**src/rtl/fsm_pkg.sv**
```systemverilog
// rtl/fsm_pkg.sv - shared state encoding, line levels and frame pattern for the pattern generator
package fsm_pkg;

    localparam logic [2:0] ST_IDLE = 3'b011;
    localparam logic [2:0] ST_B0   = 3'b000;
    localparam logic [2:0] ST_B1   = 3'b001;
    localparam logic [2:0] ST_B2   = 3'b010;
    localparam logic [2:0] ST_GAP  = 3'b100;

    typedef enum logic [2:0] {
        IDLE = ST_IDLE,
        B0   = ST_B0,
        B1   = ST_B1,
        B2   = ST_B2,
        GAP  = ST_GAP
    } state_t;

    localparam logic       IDLE_LEVEL = 1'b1;
    // Frame bits in transmit order, MSB first: B0, B1, B2.
    localparam logic [2:0] FRAME_BITS = 3'b010;

    function automatic logic line_level(input state_t s);
        case (s)
            B0:      return FRAME_BITS[2];
            B1:      return FRAME_BITS[1];
            B2:      return FRAME_BITS[0];
            default: return IDLE_LEVEL;
        endcase
    endfunction

endpackage

```
**src/rtl/bit_timer.sv**
```systemverilog
// rtl/bit_timer.sv - DIV-cycle prescaler; bit_tick marks the last cycle of each bit period
module bit_timer #(
    parameter int DIV = 1
) (
    input  logic clk,
    input  logic rst,
    input  logic clear,
    output logic bit_tick
);

    localparam logic [7:0] LAST = 8'(DIV - 1);

    logic [7:0] cnt;

    always_ff @(posedge clk or posedge rst) begin
        if (rst) begin
            cnt <= '0;
        end else if (clear || cnt == LAST) begin
            cnt <= '0;
        end else begin
            cnt <= cnt + 8'd1;
        end
    end

    assign bit_tick = (cnt == LAST);

endmodule

```
**src/rtl/seq_pattern_gen.sv**
```systemverilog
// rtl/seq_pattern_gen.sv - bursts of "010" serial frames, each followed by gap idle-high bits
module seq_pattern_gen #(
    parameter int DIV = 1,
    parameter int CW  = 10
) (
    input  logic          clk,
    input  logic          rst,
    input  logic          start,
    input  logic [CW-1:0] n_frames,
    input  logic [3:0]    gap,
    output logic          x_out,
    output logic          busy,
    output logic          done,
    output logic [CW-1:0] sent
);
    import fsm_pkg::*;

    state_t        state;
    state_t        state_n;
    logic [CW-1:0] n_l;
    logic [CW-1:0] n_l_n;
    logic [CW-1:0] sent_n;
    logic [3:0]    gap_l;
    logic [3:0]    gap_l_n;
    logic [3:0]    gap_cnt;
    logic [3:0]    gap_cnt_n;
    logic          done_n;
    logic          timer_clr;
    logic          bit_tick;

    bit_timer #(.DIV(DIV)) u_bit_timer (
        .clk      (clk),
        .rst      (rst),
        .clear    (timer_clr),
        .bit_tick (bit_tick)
    );

    // The timer is held cleared in IDLE so B0 always starts a full bit period.
    always_comb begin
        state_n   = state;
        n_l_n     = n_l;
        gap_l_n   = gap_l;
        gap_cnt_n = gap_cnt;
        sent_n    = sent;
        done_n    = 1'b0;
        timer_clr = 1'b0;
        case (state)
            IDLE: begin
                timer_clr = 1'b1;
                if (start) begin
                    sent_n = '0;
                    if (n_frames != '0) begin
                        n_l_n     = n_frames;
                        gap_l_n   = (gap == 4'd0) ? 4'd1 : gap;
                        gap_cnt_n = '0;
                        state_n   = B0;
                    end else begin
                        done_n = 1'b1;
                    end
                end
            end
            B0: if (bit_tick) state_n = B1;
            B1: if (bit_tick) state_n = B2;
            B2: begin
                if (bit_tick) begin
                    state_n   = GAP;
                    sent_n    = sent + CW'(1);
                    gap_cnt_n = '0;
                end
            end
            GAP: begin
                if (bit_tick) begin
                    if (gap_cnt == gap_l - 4'd1) begin
                        gap_cnt_n = '0;
                        if (sent < n_l) begin
                            state_n = B0;
                        end else begin
                            state_n = IDLE;
                            done_n  = 1'b1;
                        end
                    end else begin
                        gap_cnt_n = gap_cnt + 4'd1;
                    end
                end
            end
            default: state_n = IDLE;
        endcase
    end

    // Outputs are registered from the next state so x_out leads with no extra cycle of latency.
    always_ff @(posedge clk or posedge rst) begin
        if (rst) begin
            state   <= IDLE;
            n_l     <= '0;
            gap_l   <= 4'd1;
            gap_cnt <= '0;
            sent    <= '0;
            x_out   <= IDLE_LEVEL;
            busy    <= 1'b0;
            done    <= 1'b0;
        end else begin
            state   <= state_n;
            n_l     <= n_l_n;
            gap_l   <= gap_l_n;
            gap_cnt <= gap_cnt_n;
            sent    <= sent_n;
            x_out   <= line_level(state_n);
            busy    <= (state_n != IDLE);
            done    <= done_n;
        end
    end

endmodule

```
**config.mk**
```make
export PLATFORM = sky130hd
export DESIGN_NAME = seq_pattern_gen
export DESIGN_NICKNAME = d
export VERILOG_FILES = /design/src/rtl/fsm_pkg.sv /design/src/rtl/bit_timer.sv /design/src/rtl/seq_pattern_gen.sv
export SDC_FILE = /design/constraint.sdc
export NUM_CORES = 1
export LEC_CHECK = 0
export ABC_AREA = 1
export CORE_MARGIN = 4
export CORE_UTILIZATION = 35
export CTS_CLUSTER_DIAMETER = 80
export DETAILED_ROUTE_END_ITERATION = 10
export PLACE_DENSITY = 0.65
export SYNTH_ARGS = -nofsm -noshare
export SYNTH_HDL_FRONTEND = slang
export SYNTH_SLANG_ARGS = --single-unit
export TNS_END_PERCENT = 5
```
**constraint.sdc**
```tcl
create_clock -name clk -period 4.2 [get_ports clk]
set_clock_uncertainty 0.15 [all_clocks]
set_input_delay 0.63 -clock clk [delete_from_list [all_inputs] [get_ports clk]]
set_output_delay 0.63 -clock clk [all_outputs]
set_load 0.02 [all_outputs]
```
==> impl_metrics.csv, run 1 <==
group,metric,value,unit
final_layout,final_common_cell,"nand2_1",
global_routing,gr-usage-all-layers,0.133,
timing,hold_violations,0,
power_and_ir_drop,vdd.ir_drop.worst,0.000235,V
final_layout,fin_cells,475,
setup_path,cp.arrival,1.46,ns
setup_path,worst_setup_path_end_kind,"output port",
setup_path,r2r-end,"busy",
setup_path,timing.critical_path.fanout_max,7,
clock_tree,cts_root_buf,"clkbuf_8",
place,dp_hpwl,4140,microns
timing,post-route-min-period,2.24,ns
power_and_ir_drop,p_total,1.66,mW
floorplanning,core_area,0.00694,sq mm
route,wl,5420,microns
setup_path,rr_startpoint,"gap_l[0]",
setup_path,start_kind,"flop",
route,routed_via_density,4.59,
flow_run,cap_violations,0,
clock_tree,clockBufferDepth,2,
timing,slew_headroom,0.334,
timing,fmax,0.446,GHz
synthesis,synth-seq-cells,42,
timing,timing.final.crit_share,0.534,
floorplanning,initial_utilization,0.367,
setup_path,cp.depth,1,
global_routing,grt_antenna_before_repair,0,
synthesis,ys_seq_area_frac,0.414,
floorplanning,ioPinCount,30,
timing,finalMaxSlewViolations,0,
setup_path,cp.required,3.42,ns
synthesis,syn_avg_cell_area,7.41,sq um
setup_path,critPathTopFamily,"buffers and inverters",
route,antenna_left,0,
timing,setup_ws,1.96,ns
setup_path,critPathBufInv,1,
clock_tree,cts_made_buffers,5,
setup_path,endpoint,"sent[2]",
clock_tree,cts_hold_buf,0,
setup_path,rr_worst_depth,9,
route,route.detailed.drc,0,
timing,setup_tns,0,ns
setup_path,crit_type,"reg2out",
final_layout,seq_area,0.00106,sq mm
final_layout,syn2layout_area_growth,20.7,%
timing,rsz0062_at_grt,"no",
global_routing,grt_pass1_wl,9170,microns
floorplanning,dieHeight,93.4,microns
setup_path,startpoint,"sent[2]",
setup_path,path_cells,"clkdlybuf4s50_1",
final_layout,num_antenna_cells,0,
synthesis,syn_nets,375,
place,portBuffers,29,
floorplanning,fp.dieArea,0.00872,sq mm
synthesis,yosysWarnings,0,
global_routing,grt_max_degree,28,
power_and_ir_drop,powerDensity,538,mW/mm^2
status,status,"finished, final reports clean",
final_layout,mostFrequentLayoutCells,"96 x nand2_1, 50 x inv_1, 49 x nor2_1",
place,place_ws,1.71,ns
clock_tree,clk_latency,0.30,ns
final_layout,fin_nets,409,
final_layout,final_core_util,0.443,
final_layout,multi_input_area,0.00125,sq mm
route,dr.pass1.iters,4,
setup_path,slowest_stage,"clkdlybuf4s50_1",
setup_path,slowest_delay,0.66,ns
route,via_count,2179,
global_routing,grt_pass1_vias,2057,
final_layout,fillCellCount,711,
clock_tree,h-tree-depth,2,
worst_hold_path,hold_path_class,"reg2reg",
clock_tree,ctsResizeCount,0,
synthesis,synth_cells,344,
final_layout,drive_gt1_frac,0.0950,
place,place_congestion,0.776,
synthesis,synthDistinctLibCells,25,
place,dp.cells,467,
clock_tree,clock-sinks,42,
timing,tightest_slew,0.998,ns
final_layout,final_cell_area,0.00308,sq mm
setup_path,reg2reg_setup_slack,2.22,ns
timing,finalSetupViolCount,0,
floorplanning,die_x,93.4,microns
route,drt_iter0_markers,65,
place,placed_area,0.00293,sq mm
synthesis,syn_area,0.00255,sq mm
power_and_ir_drop,leakagePower,1.57,nW
floorplanning,rows,30,
clock_tree,cts_setup_buffers,0,
route,wl_per_cell,11.4,microns
clock_tree,clk_pin_slew,0.09,ns
clock_tree,cts_tree,"done",
timing,whs,0.325,ns
global_routing,grt_overflow,0,
[logic make-up after synthesis]
group                    share of synthesized area
buffers and inverters                       0.0957
AO/OA/AOI/OAI                               0.0864
AND/OR/NAND/NOR                              0.315
flip-flops                                   0.414
XOR/XNOR                                    0.0206
adder cells (fa/ha/maj)                     0.0687
[worst min path at each step]
stage           start  endpoint  cells past startpoint
3_5_place_dp   n_l[3]    n_l[3]                      2
6_report       n_l[3]    n_l[3]                      2
3_3_place_gp   n_l[3]    n_l[3]                      2
5_1_grt        n_l[3]    n_l[3]                      2
4_1_cts        n_l[3]    n_l[3]                      2
2_1_floorplan  n_l[3]    n_l[3]                      2
[tightest hold or removal path, cell delays in order (launching register included)]
cell and delay (ns):
dfrtp_1 0.35, nand2_1 0.05, nand2_1 0.05
[registers in the layout (all words and copies together), names as in the netlist]
name,cells
busy,1
done,1
gap_cnt,4
gap_l,4
n_l,10
sent,10
state,3
u_bit_timer.cnt,8
x_out,1
[power by group]
group	switching, mW	leakage (nW)	internal [mW]	total [mW]
clock	0.146	0.0714	0.254	0.400
combinational	0.394	0.969	0.247	0.641
sequential	0.0930	0.531	0.522	0.615
total	0.633	1.57	1.02	1.66
[per-layer routing]
| metal | up-vias | GRT usage | share of wire |
|---|---|---|---|
| li1 | 1142 | - | - |
| met1 | 999 | 0.166 | 0.48 |
| met2 | 33 | 0.230 | 0.47 |
| met3 | 5 | 0.0290 | 0.035 |
| met4 | 0 | 0.0403 | 0.013 |
| met5 | - | 0 | 0 |
[cells in the mapped netlist, drive strengths merged]
library cell	number	share of area
nand4	6	0.015
o21bai	2	0.0059
nor3	5	0.0098
inv	56	0.082
xnor2	2	0.0069
nand3	21	0.041
dfstp	4	0.041
nor2	52	0.083
nor3b	4	0.012
nand2	101	0.15
o21ai	13	0.030
a31oi	1	0.0025
a21o	1	0.0029
buf	3	0.013
ha	14	0.069
a21oi	17	0.045
xor2	4	0.014
dfrtp	38	0.37
[final cells by class]
type / count / area share
multi-input combinational: 243 / 0.406
sequential: 42 / 0.343
timing repair buffer: 30 / 0.0968
inverter: 56 / 0.0683
tap: 96 / 0.0390
clock buffer: 6 / 0.0268
clock inverter: 2 / 0.0195
Note: power is estimated with default switching activity, not from simulation.
==> run 2, diff against run 1 <==
--- a/config.mk
+++ b/config.mk
@@ -10,7 +10,7 @@
 export CORE_UTILIZATION = 35
 export CTS_CLUSTER_DIAMETER = 80
 export DETAILED_ROUTE_END_ITERATION = 10
-export PLACE_DENSITY = 0.65
+export PLACE_DENSITY = 0.67
 export SYNTH_ARGS = -nofsm -noshare
 export SYNTH_HDL_FRONTEND = slang
 export SYNTH_SLANG_ARGS = --single-unit
==> constraint.sdc (replaced) <==
create_clock -name clk -period 1.9 [get_ports clk]
set_clock_uncertainty 0.15 [all_clocks]
set_input_delay 0.285 -clock clk [delete_from_list [all_inputs] [get_ports clk]]
set_output_delay 0.285 -clock clk [all_outputs]
set_load 0.02 [all_outputs]
==> impl_metrics.csv, run 2 (synthesis results as in run 1) <==
group,metric,value,unit
status,status,"finished, final reports clean",
clock_tree,h-tree-depth,2,
setup_path,cp.arrival,1.42,ns
route,antenna_left,0,
timing,rsz0062_at_grt,"yes",
final_layout,fillCellCount,688,
setup_path,startpoint,"sent[6]",
global_routing,grt.met3_usage,0.0338,
flow_run,cap_violations,0,
route,drt_iter0_markers,63,
place,place_congestion,0.887,
place,dp_hpwl,4180,microns
clock_tree,clock-sinks,42,
final_layout,drive_gt1_frac,0.139,
final_layout,mostFrequentLayoutCells,"94 x nand2_1, 49 x inv_1, 48 x nor2_1",
final_layout,final_cell_area,0.00322,sq mm
setup_path,crit_type,"reg2out",
route,route.detailed.drc,0,
clock_tree,cts_root_buf,"clkbuf_8",
clock_tree,clk_pin_slew,0.08,ns
route,wl,5530,microns
setup_path,timing.critical_path.fanout_max,4,
final_layout,fin_nets,419,
timing,finalMaxSlewViolations,0,
final_layout,multi_input_area,0.00128,sq mm
timing,fmax,0.539,GHz
final_layout,reg.largest.list,"n_l x10, sent x10, u_bit_timer.cnt x8",
floorplanning,die_x,93.4,microns
place,portBuffers,29,
setup_path,rr_startpoint,"gap_l[0]",
place,dp.cells,476,
clock_tree,cts_tree,"done",
power_and_ir_drop,leakagePower,1.71,nW
global_routing,busiest_layer,"met2",
global_routing,grt_pass1_vias,2185,
clock_tree,cts_made_buffers,5,
floorplanning,fp.dieArea,0.00872,sq mm
final_layout,seq_area,0.00106,sq mm
timing,finalSetupViolCount,0,
global_routing,grt_overflow,0,
global_routing,grt_antenna_before_repair,0,
final_layout,syn2layout_area_growth,26.3,%
clock_tree,clockBufferDepth,2,
final_layout,num_antenna_cells,0,
timing,hold_violations,0,
timing,setup_ws,0.0461,ns
power_and_ir_drop,vdd.ir_drop.worst,0.000405,V
route,routed_via_density,4.58,
floorplanning,initial_utilization,0.367,
power_and_ir_drop,p_total,3.83,mW
global_routing,grt_use_met1,0.170,
timing,timing.final.crit_share,0.976,
setup_path,worst_setup_path_end_kind,"output port",
route,dr.pass1.iters,4,
place,place_ws,0.0118,ns
final_layout,final_common_cell,"nand2_1",
route,wl_per_cell,11.4,microns
floorplanning,ioPinCount,30,
route,via_count,2223,
floorplanning,dieHeight,93.4,microns
floorplanning,rows,30,
global_routing,gr-usage-all-layers,0.137,
floorplanning,core_area,0.00694,sq mm
global_routing,grt_pass1_wl,9480,microns
clock_tree,clk_latency,0.30,ns
timing,post-route-min-period,1.85,ns
worst_hold_path,hold_path_class,"in2async",
place,placed_area,0.00303,sq mm
power_and_ir_drop,powerDensity,1190,mW/mm^2
global_routing,grt_max_degree,43,
timing,tightest_slew,0.326,ns
global_routing,met2_usage,0.233,
timing,slew_headroom,0.781,
final_layout,fin_cells,485,
setup_path,start_kind,"flop",
setup_path,cp.required,1.46,ns
==> run 2: changes by cell type in the layout (fill, tap and decap cells not counted), moves of 2 or more <==
cell | before | now
buf_4 | 1 | 9
clkdlybuf4s50_1 | 29 | 24
dlymetal6s2s_1 | 0 | 5
buf_12 | 0 | 2
nand2_1 | 96 | 94
nand2_2 | 5 | 7
nand3_1 | 21 | 19
nand3_2 | 0 | 2
==> run 2: final timing paths <==
kind	endpoint	slack [ns]	depth (start not counted)
worst max register to register	done	0.07	9
worst min register to register	n_l[3]	0.33	2
max in group asynchronous	gap_l[0]	1.13	3
min in group clk	n_l[3]	0.33	2
worst max-delay path	sent[6]	0.05	2
worst min-delay path	sent[1]	0.20	3
==> run 2: power by group <==
part           switching (mW)  internal [mW]
Sequential              0.186           1.16
Combinational           0.968          0.633
Clock                   0.324          0.561
==> run 2: what timing repair did <==
action | 4_1_cts | 5_1_grt
hold buffers | 0 | 0
buffers inserted | 0 | 1
setup endpoints to repair | 0 | 13
gates resized for setup | 0 | 13
==> run 2: cell type report <==
class                      instances  area share
clock buffer                       6      0.0256
clock inverter                     2      0.0186
inverter                          56      0.0653
multi-input combinational        243       0.397
sequential                        42       0.328
tap                               96      0.0373
timing repair buffer              40       0.127
==> run 2: through the flow <==
step	util	TNS (ns)	hold WS, ns
after floorplan	-	0	0.252
final	0.464	0	0.198
after global routing	0.464	-0.0215	0.243
after detailed placement	0.436	0	0.313
after CTS	0.456	0	0.203
after global placement	0.436	0	0.308
==> run 2: critical path: stages, from the launching register on <==
cell	delay, ns
dfrtp_1	0.38
buf_4	0.14
clkdlybuf4s50_1	0.60
==> run 2: per-layer routing <==
layer,share of wire,wire length [microns],up-vias
li1,-,-,1162
met4,0.018,102,0
met1,0.45,2510,1013
met3,0.046,252,10
met5,0,0,-
met2,0.48,2660,38
==> run 3, diff against run 2 <==
--- a/config.mk
+++ b/config.mk
@@ -7,10 +7,10 @@
 export LEC_CHECK = 0
 export ABC_AREA = 1
 export CORE_MARGIN = 4
-export CORE_UTILIZATION = 35
+export CORE_UTILIZATION = 30
 export CTS_CLUSTER_DIAMETER = 80
 export DETAILED_ROUTE_END_ITERATION = 10
-export PLACE_DENSITY = 0.67
+export PLACE_DENSITY = 0.61
 export SYNTH_ARGS = -nofsm -noshare
 export SYNTH_HDL_FRONTEND = slang
 export SYNTH_SLANG_ARGS = --single-unit
==> impl_metrics.csv, run 3 (synthesis results as in run 1) <==
group,metric,value,unit
status,status,"finished, final reports clean",
power_and_ir_drop,vdd.ir_drop.worst,0.000356,V
final_layout,syn2layout_area_growth,26.1,%
power_and_ir_drop,powerDensity,1110,mW/mm^2
setup_path,path_cells,"clkdlybuf4s50_1",
final_layout,num_antenna_cells,0,
clock_tree,cts_tree,"done",
global_routing,grt_antenna_before_repair,0,
clock_tree,clk_pin_slew,0.08,ns
global_routing,grt_pass1_vias,2143,
clock_tree,cts_made_buffers,5,
setup_path,crit_type,"reg2out",
final_layout,seq_area,0.00106,sq mm
place,dp.cells,488,
final_layout,fin_cells,496,
setup_path,worst_setup_path_end_kind,"output port",
route,drt_iter0_markers,114,
setup_path,slowest_delay,0.65,ns
power_and_ir_drop,combPwrFrac,0.454,
flow_run,cap_violations,0,
floorplanning,dieHeight,100,microns
floorplanning,rows,33,
floorplanning,die_x,100,microns
power_and_ir_drop,leakagePower,1.72,nW
setup_path,critPathBufInv,1,
timing,rsz0062_at_grt,"no",
floorplanning,ioPinCount,30,
route,wl,5650,microns
final_layout,reg.largest.list,"n_l x10, sent x10, u_bit_timer.cnt x8",
setup_path,startpoint,"sent[1]",
route,via_count,2253,
timing,timing.final.crit_share,0.967,
final_layout,fillCellCount,850,
setup_path,critPathTopFamily,"buffers and inverters",
timing,finalSetupViolCount,0,
power_and_ir_drop,seq_power_share,0.377,
timing,post-route-min-period,1.84,ns
clock_tree,clock-sinks,42,
global_routing,grt_pass1_wl,9960,microns
global_routing,gr-usage-all-layers,0.123,
clock_tree,h-tree-depth,2,
global_routing,grt_max_degree,28,
route,wl_per_cell,11.4,microns
final_layout,drive_gt1_frac,0.148,
setup_path,timing.critical_path.fanout_max,5,
final_layout,multi_input_area,0.00130,sq mm
final_layout,mostFrequentLayoutCells,"94 x nand2_1, 49 x inv_1, 46 x nor2_1",
place,placed_area,0.00306,sq mm
clock_tree,clockBufferDepth,2,
final_layout,fin_nets,421,
place,place_congestion,0.883,
power_and_ir_drop,share_clk_of_total_power,0.168,
timing,setup_tns,0,ns
setup_path,rr_startpoint,"gap_l[0]",
route,routed_via_density,4.54,
setup_path,rr_worst_depth,9,
route,dr.pass1.iters,4,
timing,slew_headroom,0.729,
setup_path,reg2reg_setup_slack,0.12,ns
final_layout,final_common_cell,"nand2_1",
clock_tree,clk_latency,0.29,ns
timing,tightest_slew,0.407,ns
place,portBuffers,29,
global_routing,grt_overflow,0,
floorplanning,initial_utilization,0.309,
place,dp_hpwl,4400,microns
power_and_ir_drop,swShare,0.411,
setup_path,slowest_stage,"clkdlybuf4s50_1",
floorplanning,core_area,0.00826,sq mm
setup_path,cp.required,1.46,ns
timing,fmax,0.544,GHz
timing,hold_violations,0,
timing,setup_ws,0.0622,ns
timing,finalMaxSlewViolations,0,
final_layout,final_cell_area,0.00321,sq mm
route,antenna_left,0,
setup_path,start_kind,"flop",
floorplanning,fp.dieArea,0.0100,sq mm
setup_path,r2r-end,"busy",
place,place_ws,0.00196,ns
worst_hold_path,hold_path_class,"in2async",
power_and_ir_drop,power.internal,2.11,mW
power_and_ir_drop,switchingPower,1.47,mW
clock_tree,cts_root_buf,"clkbuf_8",
setup_path,cp.arrival,1.40,ns
route,route.detailed.drc,0,
==> run 3: cell count changes in the layout (fill, tap and decap cells not counted), moves of 2 or more <==
cell             previous run  this run
buf_4                       9        11
nor2_2                      2         4
clkdlybuf4s50_1            24        22
bufinv_16                   2         0
nor2_1                     48        46
==> run 3: through the flow <==
step                utilization  power, mW  hold slack [ns]
global route              0.389       3.92            0.142
global placement          0.371       2.88            0.310
CTS                       0.382       3.54            0.126
finish                    0.389       3.58            0.120
floorplan                     -       2.42            0.252
detailed placement        0.371       2.92            0.326
==> run 3: power by group through the flow <==
stage | clock [mW] | combinational, mW | sequential [mW]
global route | 0.666 | 1.87 | 1.39
CTS | 0.629 | 1.56 | 1.35
floorplan | 0 | 1.03 | 1.39
global placement | 0 | 1.51 | 1.37
detailed placement | 0 | 1.56 | 1.36
finish | 0.602 | 1.63 | 1.35
==> run 3: final cells by class <==
cell class              instances  area share
clock inverters                 1     0.00156
flip-flops and latches         42       0.329
clock buffers                   7      0.0269
inverters                      56      0.0654
multi-input cells             243       0.404
well taps                     105      0.0409
repair buffers                 42       0.133
==> run 3: metal layers <==
layer  vias to the layer above  GRT usage  part of all wire
met3                         7     0.0257             0.042
li1                       1170          -                 -
met5                         -          0                 0
met4                         0     0.0342             0.013
met1                      1040      0.175              0.49
met2                        36      0.190              0.45
==> run 3: worst max path at each step <==
stage | to | slack, ns | depth (start not counted)
after floorplan | busy | 0.13 | 9
after global placement | busy | 0.05 | 9
after detailed placement | busy | 0.002 | 9
after CTS | x_out | 0.004 | 1
after global routing | busy | 0.009 | 12
final | sent[1] | 0.06 | 1
==> run 3: what timing repair did <==
item,4_1_cts,5_1_grt
setup buffers,0,0
hold buffers,0,0
gates resized for setup,2,17
pin swaps,0,6
setup endpoints to repair,2,15
